--- src/rtl/csr_trap_ctrl_if.sv ---
// rtl/csr_trap_ctrl_if.sv - WB/CSR/IF signal bundle for the CSR trap controller
interface csr_trap_ctrl_if #(
  parameter int CNT_W = 16
);
  logic              wb_valid;
  logic              wb_ready;
  logic [31:0]       wb_pc;
  logic              wb_ex;
  logic [5:0]        wb_ecode;
  logic [8:0]        wb_esubcode;
  logic [31:0]       wb_vaddr;
  logic              wb_ertn;
  logic [13:0]       wb_csr_num;
  logic              wb_csr_re;
  logic              wb_csr_we;
  logic [31:0]       wb_csr_wvalue;
  logic [31:0]       wb_csr_wmask;
  logic              has_int;
  logic [31:0]       ex_entry;
  logic [31:0]       era_pc;
  logic [79:0]       csr_ctrl;
  logic [80:0]       csr_commit;
  logic              flush;
  logic              redirect_valid;
  logic [31:0]       redirect_pc;
  logic              redirect_ready;
  logic [CNT_W-1:0]  trap_cnt;

  // Controller side
  modport slave (
    input  wb_valid, wb_pc, wb_ex, wb_ecode, wb_esubcode, wb_vaddr, wb_ertn,
           wb_csr_num, wb_csr_re, wb_csr_we, wb_csr_wvalue, wb_csr_wmask,
           has_int, ex_entry, era_pc, redirect_ready,
    output wb_ready, csr_ctrl, csr_commit, flush, redirect_valid, redirect_pc, trap_cnt
  );

  // Pipeline / CSR file / IF side
  modport master (
    output wb_valid, wb_pc, wb_ex, wb_ecode, wb_esubcode, wb_vaddr, wb_ertn,
           wb_csr_num, wb_csr_re, wb_csr_we, wb_csr_wvalue, wb_csr_wmask,
           has_int, ex_entry, era_pc, redirect_ready,
    input  wb_ready, csr_ctrl, csr_commit, flush, redirect_valid, redirect_pc, trap_cnt
  );
endinterface

--- src/rtl/csr_trap_ctrl.sv ---
// rtl/csr_trap_ctrl.sv - sequences WB-stage CSR accesses, trap entry and ertn return
module csr_trap_ctrl #(
  parameter logic [5:0] ECODE_INT = 6'h00,
  parameter int         CNT_W     = 16
) (
  input  logic                clk,
  input  logic                resetn,
  csr_trap_ctrl_if.slave      bus
);

  typedef enum logic [1:0] {
    S_IDLE   = 2'd0,
    S_COMMIT = 2'd1,
    S_REDIR  = 2'd2
  } state_t;

  state_t            r_state;
  state_t            w_next;

  logic              r_is_trap;
  logic [5:0]        r_ecode;
  logic [8:0]        r_esubcode;
  logic [31:0]       r_pc;
  logic [31:0]       r_vaddr;
  logic [31:0]       r_redirect_pc;
  logic [CNT_W-1:0]  r_trap_cnt;

  logic              w_take_int;
  logic              w_take_ex;
  logic              w_take_ertn;
  logic              w_event;

  // Priority interrupt > exception > ertn; only a valid instruction can start an event
  assign w_take_int  = bus.wb_valid & bus.has_int;
  assign w_take_ex   = bus.wb_valid & ~bus.has_int & bus.wb_ex;
  assign w_take_ertn = bus.wb_valid & ~bus.has_int & ~bus.wb_ex & bus.wb_ertn;
  assign w_event     = w_take_int | w_take_ex | w_take_ertn;

  assign bus.redirect_pc = r_redirect_pc;
  assign bus.trap_cnt    = r_trap_cnt;

  // State register
  always_ff @(posedge clk) begin
    if (!resetn) begin
      r_state <= S_IDLE;
    end else begin
      r_state <= w_next;
    end
  end

  // Next state and per-state outputs; CSR access is suppressed whenever a trap/ertn is taken
  always_comb begin
    w_next             = r_state;
    bus.wb_ready       = 1'b0;
    bus.flush          = 1'b0;
    bus.redirect_valid = 1'b0;
    bus.csr_ctrl       = 80'h0;
    bus.csr_commit     = 81'h0;
    case (r_state)
      S_IDLE: begin
        bus.wb_ready = 1'b1;
        if (w_event) begin
          w_next = S_COMMIT;
        end else if (bus.wb_valid) begin
          bus.csr_ctrl = {bus.wb_csr_num, bus.wb_csr_re, bus.wb_csr_we,
                          bus.wb_csr_wvalue, bus.wb_csr_wmask};
        end
      end
      S_COMMIT: begin
        bus.flush = 1'b1;
        if (r_is_trap) begin
          bus.csr_commit = {1'b0, 1'b1, r_ecode, r_esubcode, r_pc, r_vaddr};
        end else begin
          bus.csr_commit = {1'b1, 80'h0};
        end
        w_next = S_REDIR;
      end
      S_REDIR: begin
        bus.flush          = 1'b1;
        bus.redirect_valid = 1'b1;
        if (bus.redirect_ready) begin
          w_next = S_IDLE;
        end
      end
      default: begin
        w_next = S_IDLE;
      end
    endcase
  end

  // Capture the event class and its commit fields when IDLE accepts a trap or ertn
  always_ff @(posedge clk) begin
    if (!resetn) begin
      r_is_trap  <= 1'b0;
      r_ecode    <= 6'h0;
      r_esubcode <= 9'h0;
      r_pc       <= 32'h0;
      r_vaddr    <= 32'h0;
    end else if (r_state == S_IDLE && w_event) begin
      r_is_trap <= w_take_int | w_take_ex;
      if (w_take_int) begin
        r_ecode    <= ECODE_INT;
        r_esubcode <= 9'h0;
        r_pc       <= bus.wb_pc;
        r_vaddr    <= 32'h0;
      end else if (w_take_ex) begin
        r_ecode    <= bus.wb_ecode;
        r_esubcode <= bus.wb_esubcode;
        r_pc       <= bus.wb_pc;
        r_vaddr    <= bus.wb_vaddr;
      end else begin
        r_ecode    <= 6'h0;
        r_esubcode <= 9'h0;
        r_pc       <= 32'h0;
        r_vaddr    <= 32'h0;
      end
    end
  end

  // Redirect target is sampled in COMMIT, before the CSR file applies the commit; counter saturates
  always_ff @(posedge clk) begin
    if (!resetn) begin
      r_redirect_pc <= 32'h0;
      r_trap_cnt    <= '0;
    end else if (r_state == S_COMMIT) begin
      r_redirect_pc <= r_is_trap ? bus.ex_entry : bus.era_pc;
      if (r_trap_cnt != {CNT_W{1'b1}}) begin
        r_trap_cnt <= r_trap_cnt + CNT_W'(1);
      end
    end
  end

endmodule

--- src/flat_wrapper.sv ---
// flat-port wrapper written by rule: the top's interface ports become plain ports
module csr_trap_ctrl_flat 
#(
  parameter logic [5:0] ECODE_INT = 6'h00,
  parameter int         CNT_W     = 16
)
  (clk, resetn, bus_wb_valid, bus_wb_pc, bus_wb_ex, bus_wb_ecode, bus_wb_esubcode, bus_wb_vaddr, bus_wb_ertn, bus_wb_csr_num, bus_wb_csr_re, bus_wb_csr_we, bus_wb_csr_wvalue, bus_wb_csr_wmask, bus_has_int, bus_ex_entry, bus_era_pc, bus_redirect_ready, bus_wb_ready, bus_csr_ctrl, bus_csr_commit, bus_flush, bus_redirect_valid, bus_redirect_pc, bus_trap_cnt);
  csr_trap_ctrl_if #(.CNT_W(CNT_W)) bus_i ();
  input  logic clk;
  input  logic resetn;
  input wire logic [$bits(bus_i.wb_valid)-1:0] bus_wb_valid;
  input wire logic [$bits(bus_i.wb_pc)-1:0] bus_wb_pc;
  input wire logic [$bits(bus_i.wb_ex)-1:0] bus_wb_ex;
  input wire logic [$bits(bus_i.wb_ecode)-1:0] bus_wb_ecode;
  input wire logic [$bits(bus_i.wb_esubcode)-1:0] bus_wb_esubcode;
  input wire logic [$bits(bus_i.wb_vaddr)-1:0] bus_wb_vaddr;
  input wire logic [$bits(bus_i.wb_ertn)-1:0] bus_wb_ertn;
  input wire logic [$bits(bus_i.wb_csr_num)-1:0] bus_wb_csr_num;
  input wire logic [$bits(bus_i.wb_csr_re)-1:0] bus_wb_csr_re;
  input wire logic [$bits(bus_i.wb_csr_we)-1:0] bus_wb_csr_we;
  input wire logic [$bits(bus_i.wb_csr_wvalue)-1:0] bus_wb_csr_wvalue;
  input wire logic [$bits(bus_i.wb_csr_wmask)-1:0] bus_wb_csr_wmask;
  input wire logic [$bits(bus_i.has_int)-1:0] bus_has_int;
  input wire logic [$bits(bus_i.ex_entry)-1:0] bus_ex_entry;
  input wire logic [$bits(bus_i.era_pc)-1:0] bus_era_pc;
  input wire logic [$bits(bus_i.redirect_ready)-1:0] bus_redirect_ready;
  output wire logic [$bits(bus_i.wb_ready)-1:0] bus_wb_ready;
  output wire logic [$bits(bus_i.csr_ctrl)-1:0] bus_csr_ctrl;
  output wire logic [$bits(bus_i.csr_commit)-1:0] bus_csr_commit;
  output wire logic [$bits(bus_i.flush)-1:0] bus_flush;
  output wire logic [$bits(bus_i.redirect_valid)-1:0] bus_redirect_valid;
  output wire logic [$bits(bus_i.redirect_pc)-1:0] bus_redirect_pc;
  output wire logic [$bits(bus_i.trap_cnt)-1:0] bus_trap_cnt;
  assign bus_i.wb_valid = bus_wb_valid;
  assign bus_i.wb_pc = bus_wb_pc;
  assign bus_i.wb_ex = bus_wb_ex;
  assign bus_i.wb_ecode = bus_wb_ecode;
  assign bus_i.wb_esubcode = bus_wb_esubcode;
  assign bus_i.wb_vaddr = bus_wb_vaddr;
  assign bus_i.wb_ertn = bus_wb_ertn;
  assign bus_i.wb_csr_num = bus_wb_csr_num;
  assign bus_i.wb_csr_re = bus_wb_csr_re;
  assign bus_i.wb_csr_we = bus_wb_csr_we;
  assign bus_i.wb_csr_wvalue = bus_wb_csr_wvalue;
  assign bus_i.wb_csr_wmask = bus_wb_csr_wmask;
  assign bus_i.has_int = bus_has_int;
  assign bus_i.ex_entry = bus_ex_entry;
  assign bus_i.era_pc = bus_era_pc;
  assign bus_i.redirect_ready = bus_redirect_ready;
  assign bus_wb_ready = bus_i.wb_ready;
  assign bus_csr_ctrl = bus_i.csr_ctrl;
  assign bus_csr_commit = bus_i.csr_commit;
  assign bus_flush = bus_i.flush;
  assign bus_redirect_valid = bus_i.redirect_valid;
  assign bus_redirect_pc = bus_i.redirect_pc;
  assign bus_trap_cnt = bus_i.trap_cnt;
  csr_trap_ctrl #(.ECODE_INT(ECODE_INT), .CNT_W(CNT_W)) u_core (.clk(clk), .resetn(resetn), .bus(bus_i));
endmodule
--- config.mk ---
export PLATFORM = sky130hd
export DESIGN_NAME = csr_trap_ctrl_flat
export DESIGN_NICKNAME = d
export VERILOG_FILES = /design/src/rtl/csr_trap_ctrl_if.sv /design/src/rtl/csr_trap_ctrl.sv /design/src/flat_wrapper.sv
export SDC_FILE = /design/constraint.sdc
export NUM_CORES = 1
export LEC_CHECK = 0
export BUFFER_PORTS_ARGS = -buffer_cell sky130_fd_sc_hd__buf_2
export CORE_AREA = 2 2 171 173
export CTS_CLUSTER_DIAMETER = 40
export CTS_CLUSTER_SIZE = 40
export DETAILED_ROUTE_END_ITERATION = 8
export DIE_AREA = 0 0 173 175
export GPL_TIMING_DRIVEN = 0
export SYNTH_ARGS = -nofsm -noshare
export SYNTH_HDL_FRONTEND = slang
export SYNTH_SLANG_ARGS = --single-unit
--- constraint.sdc ---
create_clock -name clk -period 2.15 [get_ports clk]
set_input_delay 0.43 -clock clk [delete_from_list [all_inputs] [get_ports clk]]
set_output_delay 0.43 -clock clk [all_outputs]
set_load 0.05 [all_outputs]
==> impl_metrics.yaml, run 1 <==
pwr:
  cellLeakagePower_nw: 5.275
  sequentialPowerShare_pct: 34.2
  p_comb_share_pct: 24.9
  clock_power_share_pct: 40.8
  internal-power_mw: 5.194
  swShare_pct: 32.62
  power.density_nw_per_um2: 643.3
  max-vdd-ir-drop_v: 0.0004207
  p_sw_mw: 2.514
timing:
  worstMarginPinSlew_ns: 0.8658
  hold_viol: 0
  setup_tns_ns: -5.640
  grt_setup_unrepaired: "yes"
  setup_viol: 115
  slew_viol_final: 0
  period_share_pct: 104.1
  relSlewSlack_pct: 42.28
  clock.fmax_ghz: 0.4468
  skew_ns: 0.01207
  fin_ws_ns: -0.08816
  fin_crit_ns: 2.238
grt:
  antenna_found_initial: 3
  grt_max_degree: 20
  grt_pass1_wl_um: 44490
  grt_overflow_total: 0
  grt_usage_pct: 19.02
  first_global_vias: 7421
cts:
  clkSinkCount: 130
  clockRootBuffer: "clkbuf_16"
  clk_pin_slew_ns: 0.07
  htreeDepth: 4
  hold_buffers: 0
  clk_latency_ns: 0.43
  cts_tree: "built"
  cts-buffers-inserted: 17
  clockBufferDepth: 2
drt:
  wl_um: 30500
  ant_nets: 0
  first_iter_violations: 317
  drc_errors: 0
  viasPerCell: 4.537
  route.vias.total: 7450
  wl_per_cell_um: 18.57
  dr.pass1.iters: 5
floorplanning:
  fp.dieH_um: 175
  rows: 62
  dieWidth_um: 173
  initial_core_util_pct: 21.83
  core-area_um2: 28390
  io_pins: 442
  dieArea_um2: 30280
place:
  hpwl_um: 21780
  dpl_cell_area_um2: 8997
  portBuffers: 441
  gp_congestion: 0.8164
yosys:
  yosysWarnings: 0
  seq_area_frac_synth_pct: 41.99
  synth_top_area_cell: "dfxtp_1"
  synth_edf_count: 0
  async_flop_share_pct: 0
  syn-cell-area_um2: 6198
  synth_top_area_share_pct: 41.99
  synth-seq-cells: 130
  postSynthAreaPerCell_um2: 8.092
  syn-instance-count: 766
  synth_area_leaders: "dfxtp_1, and2_1, and3_1"
  synth.net_count: 1000
  ys.flop_type: "dfxtp_1"
  ys_types: 34
cells_and_area:
  stdcell_area_um2: 11980
  final_nets: 1477
  drive_gt1_share_pct: 55.25
  synthToLayoutAreaGrowth_pct: 93.30
hold_path:
  hp-class: "input pin to register"
status:
  outcome: "finished with violations"
  failed_checks: "setup timing"
critical_path:
  max_stage_delay_ns: 0.46
  cp_cell_sequence: "buf_2 -> or3_1 -> nor2_4 -> buf_12 -> clkbuf_8 -> and2_2 -> buf_6"
  cp_data_required_time_ns: 1.72
  setup.worst_path.end_class: "output pin"
  start_kind: "input pin"
  worst-setup-path-type: "input pin to output pin"
  slowest_stage: "or3_1"
  crit_arrival_ns: 1.81
  critPathMaxFanout: 10
run:
  maxCapViolCount: 0
## area by class of cell
type | count | area [um2]
fill | 2834 | 16410
timing repair buffer | 461 | 3849
multi-input combinational | 557 | 3784
sequential | 130 | 2611
buffer | 71 | 601.8
tap | 384 | 480.5
clock buffer | 19 | 452.9
clock inverter | 13 | 173.9
inverter | 5 | 23.77
antenna | 2 | 5.005
## cell families (layout without fill, tap and decap cells)
| kind of cell | count (synthesis) | in the layout | share of synthesized area, % |
|---|---|---|---|
| xor+xnor | 2 | 2 | 0.2827 |
| simple gates | 382 | 382 | 32.38 |
| other cells | 0 | 2 | 0 |
| buf+inv | 79 | 569 | 5.067 |
| mux | 35 | 35 | 5.652 |
| flops | 130 | 130 | 41.99 |
| compound gates | 134 | 134 | 13.83 |
| fa+ha+maj | 4 | 4 | 0.8075 |
## sequential cells by signal (all words and copies together) (netlist names)
register                cells
u_core.r_state              2
u_core.bus.trap_cnt        16
u_core.bus.redirect_pc     32
u_core.r_vaddr             32
u_core.r_esubcode           9
u_core.r_pc                32
u_core.r_is_trap            1
u_core.r_ecode              6
## placed cells by master, fill, tap and decap left out, drive strengths merged, types with 4 or more instances in the layout
cell and instances:
inv 9, nand2 61, or4 4, o31ai 5
o21ai 4, a211oi 33, nand4 5, nor2 77
and2 81, and3 81, ha 4, dfxtp 130
buf 480, a22oi 32, nand3 54, or3 4
a21oi 57, mux2i 35, clkbuf 71
## synth_stat cells (5+ instances only)
cell type,number
a211oi_1,33
a21oi_1,57
a22oi_1,32
and2_1,81
and3_1,81
buf_1,7
buf_2,8
clkbuf_1,58
dfxtp_1,130
mux2i_1,35
nand2_1,61
nand3_1,54
nor2_1,77
o31ai_1,5
## per-layer routing
metal  share of wire (%)  vias up  GRT usage, %
li1                    -     3655             -
met1                  45     3528         25.43
met2                  48      235         30.62
met3                 5.4       30         4.961
met4                 1.2        2         4.484
met5               0.036        -             0
## per-stage QoR
stage                     power, mW  hold WS [ns]  cells  utilization [%]  setup WS [ns]
after floorplan               3.647        0.4271    766                -        0.01027
after global placement        4.226        0.4343   1591            31.69        -0.9524
after detailed placement      4.241        0.4387   1591            31.69        -0.9952
after CTS                     7.639        0.2182   1631            40.26       -0.09305
after global routing          8.025        0.2266   1640            42.18        -0.1380
final                         7.707        0.2386   1642            42.20       -0.08816
## critical path: cells and delay by family
family	cells	cell delay, ns
buffers and inverters	4	0.58
and+or+nand+nor	3	0.78
## worst paths after layout
kind / startpoint / end / slack, ns / cells after the start
min: bus_wb_pc[29] / u_core.r_pc[29] / 0.24 / 3
max reg2reg: u_core.r_state[1] / u_core.r_pc[25] / 0.12 / 8
min reg2reg: u_core.r_vaddr[7] / u_core.r_vaddr[7] / 0.45 / 2
max: bus_has_int / bus_csr_ctrl[54] / -0.09 / 7
## power groups by stage
stage          Sequential (mW)  Clock (mW)  Combinational (mW)
5_1_grt                   2.65        3.32                2.05
3_3_place_gp              2.67           0                1.56
6_report                  2.64        3.15                1.92
3_5_place_dp              2.67           0                1.57
4_1_cts                   2.63        3.21                1.79
2_1_floorplan             2.93           0               0.722
## repair_timing
item,4_1_cts,5_1_grt
endpoints found under the hold margin,0,0
setup endpoints to repair,190,172
gates cloned,5,4
gates resized for setup,511,128
pin swaps,4,0
buffers inserted,6,5
Note: power is estimated with default switching activity, not from simulation.
==> run 2, diff against run 1 <==
- CORE_AREA: 2 2 171 173 -> 2 2 174 176
- DIE_AREA: 0 0 173 175 -> 0 0 176 178
==> run 2 against run 1 <==
  * Wire length grew 1.2%
  * Critical path type unchanged
  * Critical path depth did not move
  * Sequential share of layout area rose by 0.28 points
  * Register-to-register slack improved by 0.05 ns
  * Highest routed layer is now met4
  * Non-clock buffer count shrank 3
  * Total power fell by 0.64%
  * Largest power group unchanged
  * Final area is 1.3% lower
  * The run still ends with setup timing left
==> impl_metrics.yaml, run 2 (synthesis results as in run 1) <==
timing:
  worstMarginPinSlew_ns: 0.8622
  clock.fmax_ghz: 0.4490
  fin_crit_ns: 2.227
  period_share_pct: 103.6
  setup_viol: 107
  hold_viol: 0
  grt_setup_unrepaired: "yes"
  relSlewSlack_pct: 42.03
  fin_ws_ns: -0.07724
  slew_viol_final: 0
  skew_ns: 0.01840
place:
  hpwl_um: 22430
  gp_congestion: 0.8644
  dpl_cell_area_um2: 9005
  portBuffers: 441
  dp.cells: 1597
critical_path:
  setup.worst_path.end_class: "output pin"
  cp_data_required_time_ns: 1.72
  worst-setup-path-type: "input pin to output pin"
  start_kind: "input pin"
  critPathMaxFanout: 10
  crit_arrival_ns: 1.80
floorplanning:
  initial_core_util_pct: 21.08
  fp.dieH_um: 178
  core-area_um2: 29400
  dieArea_um2: 31330
  rows: 63
  io_pins: 442
  dieWidth_um: 176
pwr:
  internal-power_mw: 5.150
  p_comb_share_pct: 25.0
  p_sw_mw: 2.508
  cellLeakagePower_nw: 5.268
  max-vdd-ir-drop_v: 0.0004177
  sequentialPowerShare_pct: 34.4
  clock_power_share_pct: 40.6
  power.density_nw_per_um2: 647.4
  swShare_pct: 32.75
run:
  maxCapViolCount: 0
cts:
  clk_pin_slew_ns: 0.07
  htreeDepth: 4
  clkSinkCount: 130
  cts_tree: "built"
  clockBufferDepth: 2
  clockRootBuffer: "clkbuf_16"
  hold_buffers: 0
  cts-buffers-inserted: 17
  clk_latency_ns: 0.43
drt:
  ant_nets: 0
  wl_per_cell_um: 18.75
  drc_errors: 0
  first_iter_violations: 331
  viasPerCell: 4.535
  route.vias.total: 7464
  wl_um: 30870
  dr.pass1.iters: 7
grt:
  grt_overflow_total: 0
  grt_pass1_wl_um: 43350
  grt_max_degree: 20
  antenna_found_initial: 2
  first_global_vias: 7269
  grt_usage_pct: 18.21
cells_and_area:
  final_nets: 1474
  synthToLayoutAreaGrowth_pct: 90.83
  post-route-util_pct: 40.23
  drive_gt1_share_pct: 54.11
  mostFrequentLayoutCells: "buf_2, dfxtp_1, buf_8"
  final_common_cell: "buf_2"
  stdcell_area_um2: 11830
  fin_cells: 1646
hold_path:
  hp-class: "input pin to register"
status:
  failed_checks: "setup timing"
  outcome: "finished with violations"
-- run 2: changes by cell type in the layout (fill, tap and decap cells not counted), moves of 2 or more --
cell / previous run / this run
clkbuf_16: 26 / 23
and3_4: 65 / 52
buf_8: 100 / 84
buf_12: 9 / 15
and2_2: 57 / 53
clkinv_2: 0 / 2
and3_1: 16 / 28
and2_4: 24 / 28
buf_6: 69 / 76
buf_4: 9 / 11
-- run 2: layer usage --
layer,routed length (um),GRT usage [%],vias to the layer above
met5,0,0,-
met4,432,5.165,0
met3,1560,3.879,25
met2,14460,28.48,227
met1,14420,25.27,3581
li1,-,-,3631
-- run 2: stage by stage --
step	total power [mW]	setup slack, ns	hold WS [ns]	setup TNS, ns
3_3_place_gp	4.236	-1.044	0.4342	-108.61
2_1_floorplan	3.647	0.01027	0.4271	0
5_1_grt	7.979	-0.1240	0.2415	-10.93
3_5_place_dp	4.253	-1.026	0.4408	-107.16
6_report	7.658	-0.07724	0.2309	-4.917
4_1_cts	7.527	-0.08997	0.2229	-9.769
-- run 2: area by class of cell --
type,count,area (um2)
inverter,5,23.77
multi-input combinational,557,3722
antenna,3,7.507
timing repair buffer,459,3840
fill,2945,17570
tap,390,488.0
clock inverter,14,176.4
buffer,70,520.5
sequential,130,2611
clock buffer,18,439.2
-- run 2: critical path, stage by stage --
cell      delay [ns]
buf_2           0.11
or3_1           0.46
nor2_4          0.16
buf_12          0.15
clkbuf_8        0.16
and2_2          0.15
buf_6           0.16
-- run 2: path summary, 6_finish.rpt --
path	startpoint	depth (start not counted)	slack, ns	end
hold / removal	bus_wb_pc[9]	3	0.23	u_core.r_pc[9]
hold reg to reg	u_core.r_vaddr[16]	2	0.45	u_core.r_vaddr[16]
setup reg to reg	u_core.r_state[1]	8	0.17	u_core.bus.trap_cnt[15]
setup / recovery	bus_has_int	7	-0.08	bus_csr_ctrl[79]
-- run 2: power groups by stage --
stage / logic, mW / registers [mW] / clock network, mW
5_1_grt: 2.04 / 2.65 / 3.28
3_5_place_dp: 1.58 / 2.67 / 0
3_3_place_gp: 1.57 / 2.67 / 0
6_report: 1.91 / 2.64 / 3.11
2_1_floorplan: 0.722 / 2.93 / 0
4_1_cts: 1.73 / 2.63 / 3.17
-- run 2: timing repair --
item	in CTS	in global routing
endpoints found under the hold margin	0	0
cloned	1	7
setup buffers	5	5
gates resized for setup	445	166
endpoints found under the setup margin	206	176
pin swaps	12	0
==> run 3, diff against run 2 <==
- SKIP_CTS_REPAIR_TIMING: default -> 1
==> run 3 against run 2 <==
  * Total power shrank 4.7%
  * First-iteration DRC count grew 2.4%
  * Critical endpoint is now bus_csr_commit[0]
  * Setup slack lost 0.34 ns
  * Maximum frequency shrank 13%
  * Final area shrank 17%
  * Flip-flop and latch count is the same
  * Non-clock buffer count shrank 17
  * Critical path depth shrank 1
  * Sequential share of layout area grew 4.4 points
  * Register-to-register slack lost 0.17 ns
  * The flow still finishes with violations (setup timing)
  * Via count shrank 2.5%
==> impl_metrics.yaml, run 3 (synthesis results as in run 1) <==
place:
  dpl_cell_area_um2: 9005
  hpwl_um: 22430
  gp_congestion: 0.8644
  portBuffers: 441
grt:
  antenna_found_initial: 2
  first_global_vias: 6872
  grt_usage_pct: 17.26
  grt_max_degree: 17
  grt_overflow_total: 0
  grt_pass1_wl_um: 41130
drt:
  viasPerCell: 4.467
  drc_errors: 0
  ant_nets: 0
  first_iter_violations: 339
  route.vias.total: 7277
  dr.pass1.iters: 4
  wl_um: 28760
  wl_per_cell_um: 17.66
timing:
  fin_crit_ns: 2.571
  setup_tns_ns: -51.64
  worstMarginPinSlew_ns: 0.8360
  clock.fmax_ghz: 0.3889
  setup_viol: 161
  period_share_pct: 119.6
  fin_ws_ns: -0.4215
  skew_ns: 0.01807
  relSlewSlack_pct: 43.79
  hold_viol: 0
  slew_viol_final: 0
  grt_setup_unrepaired: "yes"
floorplanning:
  core-area_um2: 29400
  dieWidth_um: 176
  fp.dieH_um: 178
  dieArea_um2: 31330
  io_pins: 442
  initial_core_util_pct: 21.08
  rows: 63
critical_path:
  max_stage_delay_ns: 0.33
  reg2reg_slack_ns: 0
  crit_arrival_ns: 2.14
  start_kind: "register"
  critPathMaxFanout: 11
  worst-setup-path-type: "register to output pin"
  cp_data_required_time_ns: 1.72
  crit_buf_inv: 4
  critPathTopFamily: "buffers and inverters"
  slowest_stage: "dfxtp_1"
  cp_cell_sequence: "inv_1 -> ha_2 -> buf_6 -> buf_2 -> and3_2 -> buf_2"
  cpMostUsedCell: "buf_2"
  setup.worst_path.end_class: "output pin"
cells_and_area:
  stdcell_area_um2: 9841
  final_nets: 1457
  final_common_cell: "buf_2"
  drive_gt1_share_pct: 48.30
  synthToLayoutAreaGrowth_pct: 58.76
  mostFrequentLayoutCells: "buf_2, dfxtp_1, and2_2"
hold_path:
  hp-class: "input pin to register"
run:
  maxCapViolCount: 0
pwr:
  cellLeakagePower_nw: 4.901
  max-vdd-ir-drop_v: 0.0003950
  power.density_nw_per_um2: 741.9
  power_mw: 7.300
status:
  failed_checks: "setup timing"
  outcome: "finished with violations"
cts:
  cts-buffers-inserted: 17
  cts_tree: "built"
  clockRootBuffer: "clkbuf_16"
  clk_pin_slew_ns: 0.07
  clk_latency_ns: 0.43
  clkSinkCount: 130
  htreeDepth: 4
  clockBufferDepth: 2
[run 3: cell types whose count changed in the layout (fill, tap and decap cells not counted), moves of 5 or more]
cell       change
buf_4          -5
buf_8         -84
and3_4        -52
clkbuf_4      +66
buf_12        -15
and3_1        +49
buf_2         +98
and2_2        +28
clkbuf_8       -7
and2_4        -28
clkbuf_16      -6
buf_6         -74
clkbuf_1       +9
[run 3: area by class of cell]
type,count,area (um2)
Buffer,71,331.6
Clock inverter,14,176.4
Multi-Input combinational cell,557,3401
Tap cell,390,488.0
Sequential cell,130,2604
Timing Repair Buffer,441,2375
Clock buffer,18,439.2
Antenna cell,3,7.507
Fill cell,3156,19560
Inverter,5,18.77
[run 3: worst paths after layout]
path                       from            endpoint  cells past startpoint
max           u_core.r_state[1]   bus_csr_commit[0]                      6
min                bus_wb_pc[9]      u_core.r_pc[9]                      3
max reg2reg   u_core.r_state[0]     u_core.r_pc[25]                      7
min reg2reg  u_core.r_vaddr[10]  u_core.r_vaddr[10]                      2
[run 3: metal layers]
layer / share of wire, % / track usage (%) / vias to the layer above
li1: - / - / 3598
met1: 49 / 24.92 / 3439
met2: 45 / 25.67 / 223
met3: 5.4 / 3.900 / 17
met4: 1.3 / 4.752 / 0
met5: 0 / 0 / -
[run 3: per-stage QoR]
step                      std cells  util, %  setup WS (ns)  hold slack [ns]
after floorplan                 766        -        0.01027           0.4271
after global placement         1597    30.63         -1.044           0.4342
after detailed placement       1597    30.63         -1.026           0.4408
after CTS                      1629    32.72         -1.508           0.2229
after global routing           1626    33.44        -0.5310           0.2416
final                          1629    33.47        -0.4215           0.2321
[run 3: worst reg2reg max path, stage by stage, from the launching register on]
cell      delay, ns
dfxtp_1        0.33
inv_1          0.09
ha_2           0.23
nand2_1        0.13
nor2_1         0.54
clkbuf_1       0.53
a22oi_1        0.14
nor2_1         0.12
[run 3: report_power, final]
group / leakage [nW] / internal, mW / switching (mW)
clock network: 0.298 / 1.87 / 1.21
registers: 1.06 / 2.55 / 0.0809
logic: 3.54 / 0.492 / 1.09
total: 4.90 / 4.92 / 2.39
